**src/rtl/filt_cicd_comp.sv**
```systemverilog
// ============================================================================
// filt_cicd_comp
// ----------------------------------------------------------------------------
// CIC droop-compensation FIR with optional output decimation. It sits directly
// after the CIC decimator. Every accepted sample shifts an N-deep delay line.
// Trigger samples start a computation on a single time-multiplexed MAC, which
// handles one tap per enabled cycle. The result is full precision and signed,
// with no rounding, truncation or saturation.
//
// Handshake: there is no backpressure. An input sample is taken on any edge
// where i_ena and i_valid are both high. o_valid is a one-cycle pulse that
// marks an update of o_data, and o_data holds its value between updates.
// o_overrun is a one-cycle pulse that marks an aborted computation.
//
// Ports:
//   i_clk      clock, rising edge
//   i_rst_an   asynchronous active-low reset
//   i_ena      global clock enable (all state frozen when low)
//   i_valid    input sample strobe
//   i_data     signed input sample   [gp_inp_width]
//   o_data     signed filter result  [gp_oup_width]
//   o_valid    result-updated pulse
//   o_overrun  computation-aborted pulse
// ============================================================================
module filt_cicd_comp #(
    parameter int gp_inp_width   = 14,
    parameter int gp_coeff_width = 8,
    parameter int gp_nr_taps     = 5,
    parameter logic [gp_nr_taps*gp_coeff_width-1:0] gp_coeffs =
        {8'sd1, 8'sd2, 8'sd3, 8'sd2, 8'sd1},
    parameter int gp_decimation_factor = 1,
    parameter int gp_phase             = 0,
    parameter int gp_oup_width = gp_inp_width + gp_coeff_width + $clog2(gp_nr_taps)
) (
    input  logic                           i_clk,
    input  logic                           i_rst_an,
    input  logic                           i_ena,
    input  logic                           i_valid,
    input  logic signed [gp_inp_width-1:0] i_data,
    output logic signed [gp_oup_width-1:0] o_data,
    output logic                           o_valid,
    output logic                           o_overrun
);

    localparam int PROD_W = gp_inp_width + gp_coeff_width;
    localparam int KW     = $clog2(gp_nr_taps);
    localparam int PW     = (gp_decimation_factor > 1) ? $clog2(gp_decimation_factor) : 1;

    localparam logic [KW-1:0] K_LAST    = KW'(gp_nr_taps - 1);
    localparam logic [PW-1:0] PH_LAST   = PW'(gp_decimation_factor - 1);
    localparam logic [PW-1:0] PH_TRIG   = PW'(gp_phase);

    typedef enum logic [1:0] {
        S_IDLE = 2'd0,
        S_MAC  = 2'd1,
        S_DONE = 2'd2
    } state_t;

    state_t                          r_state;
    logic signed [gp_inp_width-1:0]  r_taps [gp_nr_taps];
    logic        [KW-1:0]            r_k;
    logic        [PW-1:0]            r_phase;
    logic signed [gp_oup_width-1:0]  r_acc;
    logic signed [gp_oup_width-1:0]  r_data;
    logic                            r_valid;
    logic                            r_overrun;

    logic signed [gp_coeff_width-1:0] w_coef [gp_nr_taps];
    logic signed [gp_inp_width-1:0]   w_x;
    logic signed [gp_coeff_width-1:0] w_c;
    logic signed [PROD_W-1:0]         w_prod;
    logic signed [gp_oup_width-1:0]   w_prod_ext;
    logic                             w_trigger;

    // Coefficient k lives at slice k of the flat vector and weights x[n-k].
    for (genvar g = 0; g < gp_nr_taps; g++) begin : g_coef
        assign w_coef[g] = gp_coeffs[(g+1)*gp_coeff_width-1 -: gp_coeff_width];
    end

    // Single shared multiplier. The tap counter selects both the operand and
    // the coefficient.
    assign w_x        = r_taps[r_k];
    assign w_c        = w_coef[r_k];
    assign w_prod     = w_x * w_c;
    assign w_prod_ext = gp_oup_width'(w_prod);

    // The trigger test uses the phase counter value from before it advances.
    assign w_trigger = (r_phase == PH_TRIG);

    always_ff @(posedge i_clk or negedge i_rst_an) begin
        if (!i_rst_an) begin
            r_state   <= S_IDLE;
            for (int i = 0; i < gp_nr_taps; i++) r_taps[i] <= '0;
            r_k       <= '0;
            r_phase   <= '0;
            r_acc     <= '0;
            r_data    <= '0;
            r_valid   <= 1'b0;
            r_overrun <= 1'b0;
        end else if (!i_ena) begin
            // Frozen: only the pulse outputs are dropped.
            r_valid   <= 1'b0;
            r_overrun <= 1'b0;
        end else begin
            r_valid   <= 1'b0;
            r_overrun <= 1'b0;
            if (i_valid) begin
                r_taps[0] <= i_data;
                for (int i = 1; i < gp_nr_taps; i++) r_taps[i] <= r_taps[i-1];
                r_phase <= (r_phase == PH_LAST) ? '0 : r_phase + 1'b1;
                // A sample that lands in MAC or DONE kills the in-flight result.
                // This includes the edge where DONE would complete.
                if (r_state != S_IDLE) r_overrun <= 1'b1;
                if (w_trigger) begin
                    r_state <= S_MAC;
                    r_acc   <= '0;
                    r_k     <= '0;
                end else begin
                    r_state <= S_IDLE;
                end
            end else begin
                case (r_state)
                    S_MAC: begin
                        r_acc <= r_acc + w_prod_ext;
                        if (r_k == K_LAST) begin
                            r_k     <= '0;
                            r_state <= S_DONE;
                        end else begin
                            r_k <= r_k + 1'b1;
                        end
                    end
                    S_DONE: begin
                        r_data  <= r_acc;
                        r_valid <= 1'b1;
                        r_state <= S_IDLE;
                    end
                    default: r_state <= S_IDLE;
                endcase
            end
        end
    end

    assign o_data    = r_data;
    assign o_valid   = r_valid & i_ena;
    assign o_overrun = r_overrun & i_ena;

endmodule
```
**config.mk**
```make
export PLATFORM = sky130hd
export DESIGN_NAME = filt_cicd_comp
export DESIGN_NICKNAME = d
export VERILOG_FILES = /design/src/rtl/filt_cicd_comp.sv
export SDC_FILE = /design/constraint.sdc
export NUM_CORES = 1
export LEC_CHECK = 0
export CORE_ASPECT_RATIO = 1.1
export CORE_MARGIN = 1
export CORE_UTILIZATION = 35
export CTS_CLUSTER_SIZE = 30
export DETAILED_ROUTE_END_ITERATION = 12
export DONT_BUFFER_PORTS = 1
export PLACE_DENSITY = 0.54
export SYNTH_ARGS = -nofsm -noshare
export SYNTH_HDL_FRONTEND = slang
export SYNTH_SLANG_ARGS = --single-unit
```
**constraint.sdc**
```tcl
create_clock -name i_clk -period 4.9 [get_ports i_clk]
set_clock_uncertainty 0.1 [all_clocks]
set_input_delay 0.98 -clock i_clk [delete_from_list [all_inputs] [get_ports i_clk]]
set_output_delay 0.98 -clock i_clk [all_outputs]
set_load 0.02 [all_outputs]
```
==> results.md <==
- Run status: completed
- Worst skew pair latency: 0.43 ns
- Crit path time final: 4.60 ns
- Largest net degree at the start of global routing: 128
- Worst R2R Setup Slack: 0.30 ns
- Max IR drop VDD: 0.000304 V
- Synthesized net count: 852
- Critical Path Sink Type: flop
- WP data required: 5.11 ns
- Layout filler cell count: 2172
- Clk slew on worst S/H paths: 0.06 ns
- Setup tns final: 0 ns
- First-iteration detailed-routing DRC count: 216
- H-tree depth: 4
- Fin crit share: 0.938
- PwrDens: 671 nW/um^2
- Fraction of registers with async set/reset: 1.00
- Wire per inst: 15.3 um
- RSZ-0062 raised after global routing: false
- CTS tree: done
- Switch Pwr: 2.49 mW
- Worst Setup SP: r_k[1]
- Global-route wire length before repair: 27.3 mm
- Syn. warnings: 0
- Yosys reg bits: 127
- Worst path bufs/invs: 4
- Synth top cells by count: 127 x dfrtp_1, 95 x mux2_2, 89 x nand2_1, 73 x inv_1, 71 x ha_1
- Via Count: 5144
- Critical R2R Capture: r_acc[22]
- Leak: 4.26 nW
- Comb power frac: 0.529
- Global route overflow: 0
- CTS sink count: 127
- RR Startpoint: r_k[1]
- Die Height: 160 um
- RePlAce Congestion: 0.836
- Reg2Reg Depth: 18
- DR DRC count: 0
- Fraction of layout cells with a size suffix above 1: 0.213
- Peak per-stage delay on the critical path: 0.48 ns
- Max-slew headroom: 0.263
- Reg area: 3180 um^2
- Seq/Total Area, Yosys: 0.401
- Antenna cells: 0
- Actual slew at the worst max-slew pin: 1.10 ns
- Number of max-cap violations: 0
- IO Pins: 45
- Count of cell types in the netlist: 59
- Max clock buf depth: 2
- Synth top area cells: dfrtp_1 40%, mux2_2 13%, ha_1 11%
- Worst setup path class: flop to flop
- Count leader, synth: dfrtp_1
- Starting Density: 0.357
- Mapped cell area: 7930 um^2
- Kind of cell adding the most delay to the critical path: adder cells
- HP Class: input pin to async pin
- Via/cell ratio: 4.88
- Worst path cell trace: buf_4 > mux2i_1 > o22ai_1 > and2_1 > clkinvlp_4 > buf_12 > fa_1 > inv_1 > ha_1 > ha_1 > ha_1 > nand3_1 > nor2_1 > nand2_1 > or3_1 > o32ai_1 > mux2i_1 > nand2_1
- Total CTS buffers: 17
- Sw frac: 0.416
- Worst-path fanout max: 21
- Int Pwr: 3.50 mW
- Final net count: 859
- Dominant synthesized flop cell: dfrtp_1
- Clock root cell: clkbuf_16
- Multi-input logic area: 4330 um^2
- Slew Viols, Final: 0
- DP HPWL: 11.2 mm
- Register share of total power: 0.255
- DR pass1 iterations: 4
- Setup-failing EPs final: 0
- Critical Path AT: 4.81 ns
- WL final: 16.2 mm
- Post-synth top area cell: dfrtp_1
- Vias in the first global route: 5195
- Die footprint: 23200 um^2
- Width of the die: 145 um
- Synth Instances: 739
- Critical path's most frequent cell: ha_1
- CP max stage cell: fa_1
- Count of hold buffers inserted by post-cts repair: 0
- Fmax: 0.218 GHz
- Tot GR Track Use: 0.149
- Hold Vio Cnt, Final: 0
- Crit start category: flop
- Initial antenna violation count: 0
- Avg Cell Area, Syn: 10.7 um^2
- Post-synth EDFFs: 0
- Post-synth top area share: 0.401
- Row cnt: 57
- Clock Power Share: 0.216
- Total power: 5.99 mW
- Area grow syn2layout: 12.7%
- Number of port buffers: 0
- ANT nets after route: 0
- Core ar.: 22200 um^2
layer usage:
metal / wire, um / part of all wire / track usage
met5: 0 / 0 / 0
met4: 169 / 0.010 / 0.0435
met3: 568 / 0.035 / 0.0349
met2: 7250 / 0.45 / 0.232
met1: 8190 / 0.51 / 0.206
stage by stage:
step	cell area (um^2)	hold WS, ns	instances	util	setup slack, ns
finish	8930	0.148	1054	0.403	0.303
global route	8930	0.127	1054	0.403	0.00226
CTS	8880	0.136	1051	0.400	0.0348
detailed placement	8280	0.393	1019	0.373	0.0438
global placement	8280	0.388	1019	0.373	0.215
floorplan	7930	0.360	739	-	0.0401
power groups by stage:
stage	logic, mW	clock network (mW)	registers, mW
floorplan	2.56	0	1.47
global placement	3.12	0	1.54
detailed placement	3.14	0	1.55
CTS	3.17	1.33	1.53
global route	3.66	1.38	1.57
finish	3.17	1.30	1.53
layout by cell type, fill, tap and decap left out, types with 7 or more instances in the layout:
cell type	count
dfrtp_1	127
mux2_2	95
nand2_1	88
inv_1	71
ha_1	71
o21ai_0	38
mux2i_1	29
a21oi_1	25
fa_1	24
nand3_1	20
buf_4	18
clkbuf_16	17
nor2_1	14
xnor2_1	14
and2_1	7
a22o_1	7
timing repair:
item | in CTS | in global routing
hold endpoints to repair | 0 | 0
buffers inserted | 0 | 3
resized for setup | 0 | 3
endpoints found under the setup margin | 0 | 5
cell type report:
cell class | count | share of cell area
clock inverter | 15 | 0.0195
tap | 295 | 0.0413
inverter | 74 | 0.0319
multi-input combinational | 506 | 0.484
sequential | 127 | 0.356
clock buffer | 17 | 0.0476
timing repair buffer | 20 | 0.0196
registers in the layout (all words and copies together), names as in the netlist:
signal	cells
r_overrun	1
o_data	25
r_acc	25
r_valid	1
r_k	3
r_state	2
r_taps	70
kinds of logic (layout without fill, tap and decap cells):
logic type,count (synthesis),after routing,share of synthesized area
buffers and inverters,106,126,0.0542
AO/OA/AOI/OAI,109,109,0.0854
AND/OR/NAND/NOR,160,160,0.0952
multiplexers,124,124,0.172
adder cells (fa/ha/maj),95,95,0.173
XOR/XNOR,18,18,0.0199
flip-flops,127,127,0.401
worst max path at each step:
| stage | cells after the start | slack (ns) | to |
|---|---|---|---|
| finish | 18 | 0.30 | r_acc[22] |
| global route | 18 | 0.002 | r_acc[22] |
| CTS | 17 | 0.03 | r_acc[24] |
| detailed placement | 17 | 0.04 | r_acc[22] |
| global placement | 17 | 0.22 | r_acc[24] |
| floorplan | 21 | 0.04 | r_acc[22] |
worst register-to-register path: cells and delay by family (launching register included):
| kind | cells | cell delay [ns] |
|---|---|---|
| muxes | 2 | 0.39 |
| buffers and inverters | 4 | 0.70 |
| adders and majority gates | 4 | 1.47 |
| DFF | 1 | 0.36 |
| and+or+nand+nor | 6 | 1.16 |
| AOI/OAI and AO/OA | 2 | 0.32 |
Power figures use the tool's default switching activity.
